===== config.mk =====
export PLATFORM = sky130hd
export DESIGN_NAME = inv_mixcol_seq
export DESIGN_NICKNAME = d
export VERILOG_FILES = /design/src/rtl/inv_mixcol_seq.sv
export SDC_FILE = /design/constraint.sdc
export NUM_CORES = 1
export LEC_CHECK = 0
export CAP_MARGIN = 20
export CORE_MARGIN = 1
export CORE_UTILIZATION = 30
export DETAILED_ROUTE_END_ITERATION = 6
export SLEW_MARGIN = 20
export SYNTH_ARGS = -nofsm -noshare
export SYNTH_HDL_FRONTEND = slang
export SYNTH_SLANG_ARGS = --single-unit

===== constraint.sdc =====
create_clock -name clk -period 5.05 [get_ports clk]
set_input_delay 1.01 -clock clk [delete_from_list [all_inputs] [get_ports clk]]
set_output_delay 1.01 -clock clk [all_outputs]
set_load 0.02 [all_outputs]

===== src/rtl/inv_mixcol_seq.sv =====
// Column-serial InvMixColumns engine: one 32-bit column per cycle through a single
// GF(2^8) multiplier column, with valid/ready on both sides and a per-block bypass.
module inv_mixcol_seq (
    input  logic         clk,
    input  logic         rst,
    input  logic         in_valid,
    output logic         in_ready,
    input  logic [0:127] value_i,
    input  logic         bypass_i,
    output logic         out_valid,
    input  logic         out_ready,
    output logic [0:127] value_o,
    output logic         busy
);

    typedef enum logic [1:0] {IDLE, COL, DONE} state_t;

    state_t       state_q, state_d;
    logic [0:127] src_q, res_q;
    logic         byp_q;
    logic [1:0]   col_q;
    logic         accept;
    logic [0:31]  col_word, mix_word, res_col;

    function automatic logic [7:0] xtime(input logic [7:0] b);
        return {b[6:0], 1'b0} ^ (8'h1b & {8{b[7]}});
    endfunction

    // 09/0b/0d/0e are assembled from the x2/x4/x8 doubling chain of each byte
    function automatic logic [0:31] inv_col(input logic [0:31] c);
        logic [7:0] x1 [4];
        logic [7:0] x2 [4];
        logic [7:0] x4 [4];
        logic [7:0] x8 [4];
        logic [7:0] m9 [4];
        logic [7:0] mb [4];
        logic [7:0] md [4];
        logic [7:0] me [4];
        for (int k = 0; k < 4; k++) begin
            x1[k] = c[8*k +: 8];
            x2[k] = xtime(x1[k]);
            x4[k] = xtime(x2[k]);
            x8[k] = xtime(x4[k]);
            m9[k] = x8[k] ^ x1[k];
            mb[k] = x8[k] ^ x2[k] ^ x1[k];
            md[k] = x8[k] ^ x4[k] ^ x1[k];
            me[k] = x8[k] ^ x4[k] ^ x2[k];
        end
        return {me[0] ^ mb[1] ^ md[2] ^ m9[3],
                m9[0] ^ me[1] ^ mb[2] ^ md[3],
                md[0] ^ m9[1] ^ me[2] ^ mb[3],
                mb[0] ^ md[1] ^ m9[2] ^ me[3]};
    endfunction

    always_comb begin
        col_word = src_q[{col_q, 5'd0} +: 32];
        mix_word = inv_col(col_word);
        res_col  = byp_q ? col_word : mix_word;
    end

    // in_ready in DONE follows out_ready combinationally so a new block can
    // be accepted on the same edge the finished one leaves
    always_comb begin
        state_d   = state_q;
        in_ready  = 1'b0;
        out_valid = 1'b0;
        busy      = 1'b0;
        case (state_q)
            IDLE: begin
                in_ready = 1'b1;
                if (in_valid) state_d = COL;
            end
            COL: begin
                busy = 1'b1;
                if (col_q == 2'd3) state_d = DONE;
            end
            DONE: begin
                busy      = 1'b1;
                out_valid = 1'b1;
                in_ready  = out_ready;
                if (out_ready) state_d = in_valid ? COL : IDLE;
            end
            default: state_d = IDLE;
        endcase
    end

    assign accept  = in_valid & in_ready;
    assign value_o = res_q;

    always_ff @(posedge clk) begin
        if (rst) begin
            state_q <= IDLE;
            src_q   <= '0;
            res_q   <= '0;
            byp_q   <= 1'b0;
            col_q   <= 2'd0;
        end else begin
            state_q <= state_d;
            if (accept) begin
                src_q <= value_i;
                byp_q <= bypass_i;
                col_q <= 2'd0;
            end
            // col_q wraps 3->0 on the last column, leaving it ready for the next block
            if (state_q == COL) begin
                res_q[{col_q, 5'd0} +: 32] <= res_col;
                col_q                      <= col_q + 2'd1;
            end
        end
    end

endmodule


# [Yosys cells after proc, flatten, opt, wreduce, memory -nomap -nowiden]
# Index checks and enable logic that the tools add are counted.
[totals] mem_bits_ro=0 output_inout_bits=131 latch_bits=0 memories=0 inputBits=133 mem_bits_rw=0 register_bits=261 wordCells=82
[classes] n_shift=3 n_mux=12 eq_ne=6 magnitude_cmp=0 reduce_logical=4 div_mod_pow=0 n_mul=0 addsub=2 n_bitwise=50
[op_table] op="8-bit XOR" count=36
[op_table] op="129-bit by 9-bit variable shift with 128-bit output, first input constant" count=1
[op_table] op="128-bit by 8-bit variable part select with 129-bit output" count=1
[op_table] op="129-bit by 9-bit variable part select with 128-bit output" count=1
[op_table] op="128-bit bitwise mux" count=1
[op_table] op="8-bit by 5-bit XOR with 8-bit output" count=12
[op_table] op="32-bit two-way mux" count=1
[op_table] op="2-bit two-way mux" count=5
[op_table] op="8-bit negator with 9-bit output" count=1
[op_table] op="7-bit NOT with 8-bit output" count=1
[op_table] op="2-bit != test, second input constant" count=3
[op_table] op="2-bit one-hot mux with 3 select lines" count=1
[op_table] op="2-bit == test, second input constant" count=2
[op_table] op="1-bit two-way mux" count=3
[op_table] op="3-bit AND reduction" count=1
[op_table] op="2-bit by 1-bit adder with 2-bit output, second input constant" count=1
[op_table] op="2-bit by 1-bit == test with 1-bit output, second input constant" count=1
[op_table] op="2-bit zero test" count=1
[op_table] op="1-bit one-hot mux with 2 select lines" count=1
[op_table] op="2-bit nonzero test" count=1
[op_table] op="2-bit OR reduction" count=1
[op_table] op="1-bit bitwise AND" count=1

# [Logic depth before layout (Yosys ltp)]
[depth] depth_word=13 mapped_depth=12 depth_no_buf=7

# [Least setup slack after synthesis]
# Ideal clock, no wire load.
[synth_timing] path_kind="register to register" from="reg col_q[0]" to="reg res_q (netlist bit value_o[51])" path_buffers=3 arrival_time_ns=3.032 path_stages_with_launch=11 slack_ns=1.892 required_time_ns=4.925 setup_ns=0.125 synth_period_minus_slack_ns=3.158 cell_sequence="dfxtp_1 -> buf_6 -> buf_12 -> buf_12 -> mux4_1 -> xor2_1 -> xnor3_2 -> xnor2_2 -> xnor3_2 -> a222oi_1 -> nor2_1"
[synth_between] elab_chain_len=13 word_cells_on_any_way=55 classes_between="add/sub (1); shift (3); mux (2); bitwise (49)"
[synth_rtl] item="start: declaration" line_no="21" text="logic [1:0] col_q;"
[synth_rtl] item="start signal: assignment" line_no="107" text="col_q <= col_q + 2'd1;"
[synth_rtl] item="7-bit NOT with 8-bit output (not written as such) *" line_no="56, 106"
[synth_rtl] item="128-bit by 8-bit variable part select with 129-bit output" line_no="56" text="col_word = src_q[{col_q, 5'd0} +: 32];"
[synth_rtl] item="8-bit by 5-bit XOR with 8-bit output (3 in a row)" line_no="26" text="return {b[6:0], 1'b0} ^ (8'h1b & {8{b[7]}});"
[synth_rtl] item="8-bit XOR, on equally long branches (2 in a row)" line_no="45, 46, 47"
[synth_rtl] item="8-bit XOR, on equally long branches (3 in a row)"
[synth_rtl] item="32-bit two-way mux" line_no="58" text="res_col = byp_q ? col_word : mix_word;"
[synth_rtl] item="129-bit by 9-bit variable part select with 128-bit output" line_no="106" text="res_q[{col_q, 5'd0} +: 32] <= res_col;"
[synth_rtl] item="128-bit bitwise mux *" line_no="106"
[synth_rtl] item="end signal: indexed assignment" line_no="106"
[synth_rtl] item="end: declaration" line_no="19" text="logic [0:127] src_q, res_q;"
# Every way passes the cells marked *; elsewhere a longest branch is shown, timed or not.
# A chain may end at the register's enable or synchronous reset.

# [Worst setup path after layout]
[layout_timing] from="reg col_q[0]" to="reg res_q (netlist bit value_o[95])"
# The elaborated chain is that of the path after synthesis.

==> impl_metrics.ini <==
[pwr]
power_leakage_uw = 0.00608
switchingPower_uw = 5130
p_comb_frac = 0.602
peakVddDrop_mv = 0.718
pwr-share-seq = 0.211
pwr_density_cell_nw_per_um2 = 720
p_sw_frac = 0.431
finalPower_uw = 11900
p_clk_frac = 0.187
p_int_uw = 6770

[sta]
setup_violations = 0
slew-limit-headroom = 0.322
max_freq_mhz = 248
period_needed_ns = 4.03
rsz0062_at_grt = no
final_max_slew_viol_count = 0
hold_viol = 0
finClkSkew_ns = 0.0181
fin_setup_tns_ns = 0
whs_ns = 0.451
worstMarginPinSlew_ns = 1.02
timing.final.crit_share = 0.799

[finish]
stdcell_area_sq_um = 16500
syn2layout_area_growth_pct = 32.0
num_antenna_cells = 0
drive_above_1_share = 0.0798
final_nets = 1674
fin_cells = 2086

[placed_design]
dp_hpwl_microns = 31500
place_area_sq_um = 15500
gp_congestion = 0.896
dp_cells = 2035
port_buffers = 263

[synthesis]
yosysSeqAreaShare = 0.417
synth_edf_count = 0
yosys_register_bits = 261
synth.top_cell.area_share = 0.417
ys.flop_type = dfxtp_1
synth.distinct_cells = 38
synth_cells = 1319
yosys_warnings = 0
syn_area_per_cell_sq_um = 9.50
synthesis.nets = 1460
synth_area_leader_cell = dfxtp_1
synthTopCellsByArea = dfxtp_1 42%, nand2_1 8.5%, a22oi_1 6.9%
async_flop_share = 0
syn_area_sq_um = 12500

[run]
maxCapViolCount = 0

[floorplan]
core-area_sq_um = 41000
initial_core_util = 0.306
core.rowCount = 74
chipHeight_microns = 206
die_x_microns = 206
io-pin-count = 264
die_area_sq_um = 42600

[clock_tree]
cts-root-buf = clkbuf_16
clockBufferDepth = 3
tritoncts_num_sinks = 261
worstSkewPairLatency_ns = 0.55
cts_buffers = 28
htreeDepth = 1
cts_tree = built
postCtsHoldBufs = 0
clkTransAtPathRegs_ns = 0.06
post_cts_buffers = 0
cts-resized-gates = 0

[setup_path]
crit_path_top_delay_cell = mux4_1
cp-start-kind = flop
cp.depth = 7
cp_max_fo = 21
worstPathRequired_ns = 5.53
cp-end-kind = flop
r2r_cells = 7
max_stage_delay_ns = 1.06
path_buf_inv = 0
cpLargestDelayFamily = XOR/XNOR gates
criticalPathCategory = reg2reg
path_cells = mux4_1, xnor2_2, xnor3_1, xnor2_1, o21ai_0, a22oi_1, nor2_1
cp.arrival_ns = 4.52

[run_status]
status = finished with violations
failed_checks = design-rule violations

[global_routing]
grt_max_degree = 97
antenna_found_initial = 1
grt.total_usage = 0.198
grt_pass1_vias = 10400
grt_pass1_wl_microns = 64100
grt-ovfl-total = 0

[drt]
met1Wirelength_microns = 18800
drt-pass1-iter-count = 7
drt_iter0_drc = 846
highest_layer = met5
route.detailed.drc = 23
routed-wl-met3_microns = 2700
wl_met2_microns = 20000
wirelength_microns = 42700
avgRoutedWirePerCell_microns = 20.5
routed-via-count = 10600
drt-vias-per-instance = 5.10
ant_nets = 0

[worst_hold_path]
holdPathStages = 2
hp-class = reg2reg
registers in the layout, indices dropped and copies added, names as in the netlist:
name / count
byp_q: 1
col_q: 2
value_o: 128
state_q: 2
src_q: 128
cell usage in the layout, fill, tap and decap left out, types with 3 or more instances in the layout:
master	netlist	layout
nand2_1	285	284
clkdlybuf4s50_1	0	262
dfxtp_1	261	259
a21oi_1	135	134
a22oi_1	116	116
xnor2_1	97	97
nor2_1	97	97
o21ai_0	46	45
xnor3_1	31	31
clkbuf_16	0	29
buf_4	2	27
xor2_1	25	25
mux4_2	19	19
mux4_1	13	13
a222oi_1	13	13
o21ai_1	12	13
xnor2_2	9	9
xor3_1	8	8
ha_1	8	8
clkinv_2	0	7
inv_1	6	6
xnor3_2	5	5
bufinv_16	0	5
clkbuf_8	0	5
and2_1	5	4
nor4_1	6	4
nor3_2	0	3
mux2i_1	3	3
clkbuf_1	62	3
layout make-up:
type / instances / area (sq um)
fill: 4048 / 24500
multi-input combinational: 945 / 6780
sequential: 261 / 5230
timing repair buffer: 290 / 2840
clock buffer: 37 / 806
tap: 532 / 666
clock inverter: 14 / 200
inverter: 7 / 26.3
cells in the mapped netlist (2+ instances only):
| cell | instances |
|---|---|
| nand2_1 | 285 |
| xor2_1 | 25 |
| clkbuf_1 | 62 |
| buf_4 | 2 |
| nor4_1 | 6 |
| o21ai_0 | 46 |
| buf_12 | 2 |
| nor2_1 | 97 |
| inv_1 | 6 |
| xnor3_2 | 5 |
| o21ai_1 | 12 |
| dlygate4sd3_1 | 5 |
| xor3_1 | 8 |
| mux4_2 | 19 |
| a22oi_1 | 116 |
| buf_1 | 5 |
| xnor2_1 | 97 |
| a222oi_1 | 13 |
| dfxtp_1 | 261 |
| and2_1 | 5 |
| mux2i_1 | 3 |
| xnor3_1 | 31 |
| a21oi_1 | 135 |
| nor3_1 | 5 |
| ha_1 | 8 |
| mux4_1 | 13 |
| xnor2_2 | 9 |
| buf_6 | 9 |
| buf_2 | 20 |
per-layer routing:
metal / up-vias / GRT usage
li1: 4999 / -
met1: 5165 / 0.268
met2: 388 / 0.320
met3: 76 / 0.0328
met4: 2 / 0.0586
met5: - / 0
kinds of logic (layout without fill, tap and decap cells):
| family | count (synthesis) | after routing | synth area share |
|---|---|---|---|
| AO/OA/AOI/OAI | 323 | 323 | 0.158 |
| AND/OR/NAND/NOR | 400 | 400 | 0.123 |
| adder cells (fa/ha/maj) | 8 | 8 | 0.00799 |
| XOR/XNOR | 178 | 178 | 0.183 |
| buffers and inverters | 113 | 348 | 0.0473 |
| flip-flops | 261 | 261 | 0.417 |
| multiplexers | 36 | 36 | 0.0647 |
worst paths after layout:
path	from	endpoint	slack, ns
worst max-delay path	col_q[0]	value_o[95]	1.02
worst min-delay path	src_q[66]	src_q[66]	0.45
worst max register to register	col_q[0]	value_o[95]	1.02
worst min register to register	src_q[66]	src_q[66]	0.45
per-stage QoR:
step	util	setup WS [ns]
after floorplan	-	1.89
after global placement	0.378	1.00
after detailed placement	0.378	0.978
after CTS	0.403	0.978
after global routing	0.403	0.788
final	0.403	1.02
power by group through the flow:
stage / registers, uW / logic [uW] / clock network, uW
after floorplan: 2560 / 4930 / 0
after global placement: 2550 / 7090 / 0
after detailed placement: 2560 / 7130 / 0
after CTS: 2520 / 7160 / 2260
after global routing: 2550 / 7680 / 2340
final: 2510 / 7160 / 2220
tightest hold or removal path, stage by stage, from the launching register on:
cell	delay, ns
dfxtp_1	0.30
nand2_1	0.05
a21oi_1	0.05
Note: power is estimated with default switching activity, not from simulation.
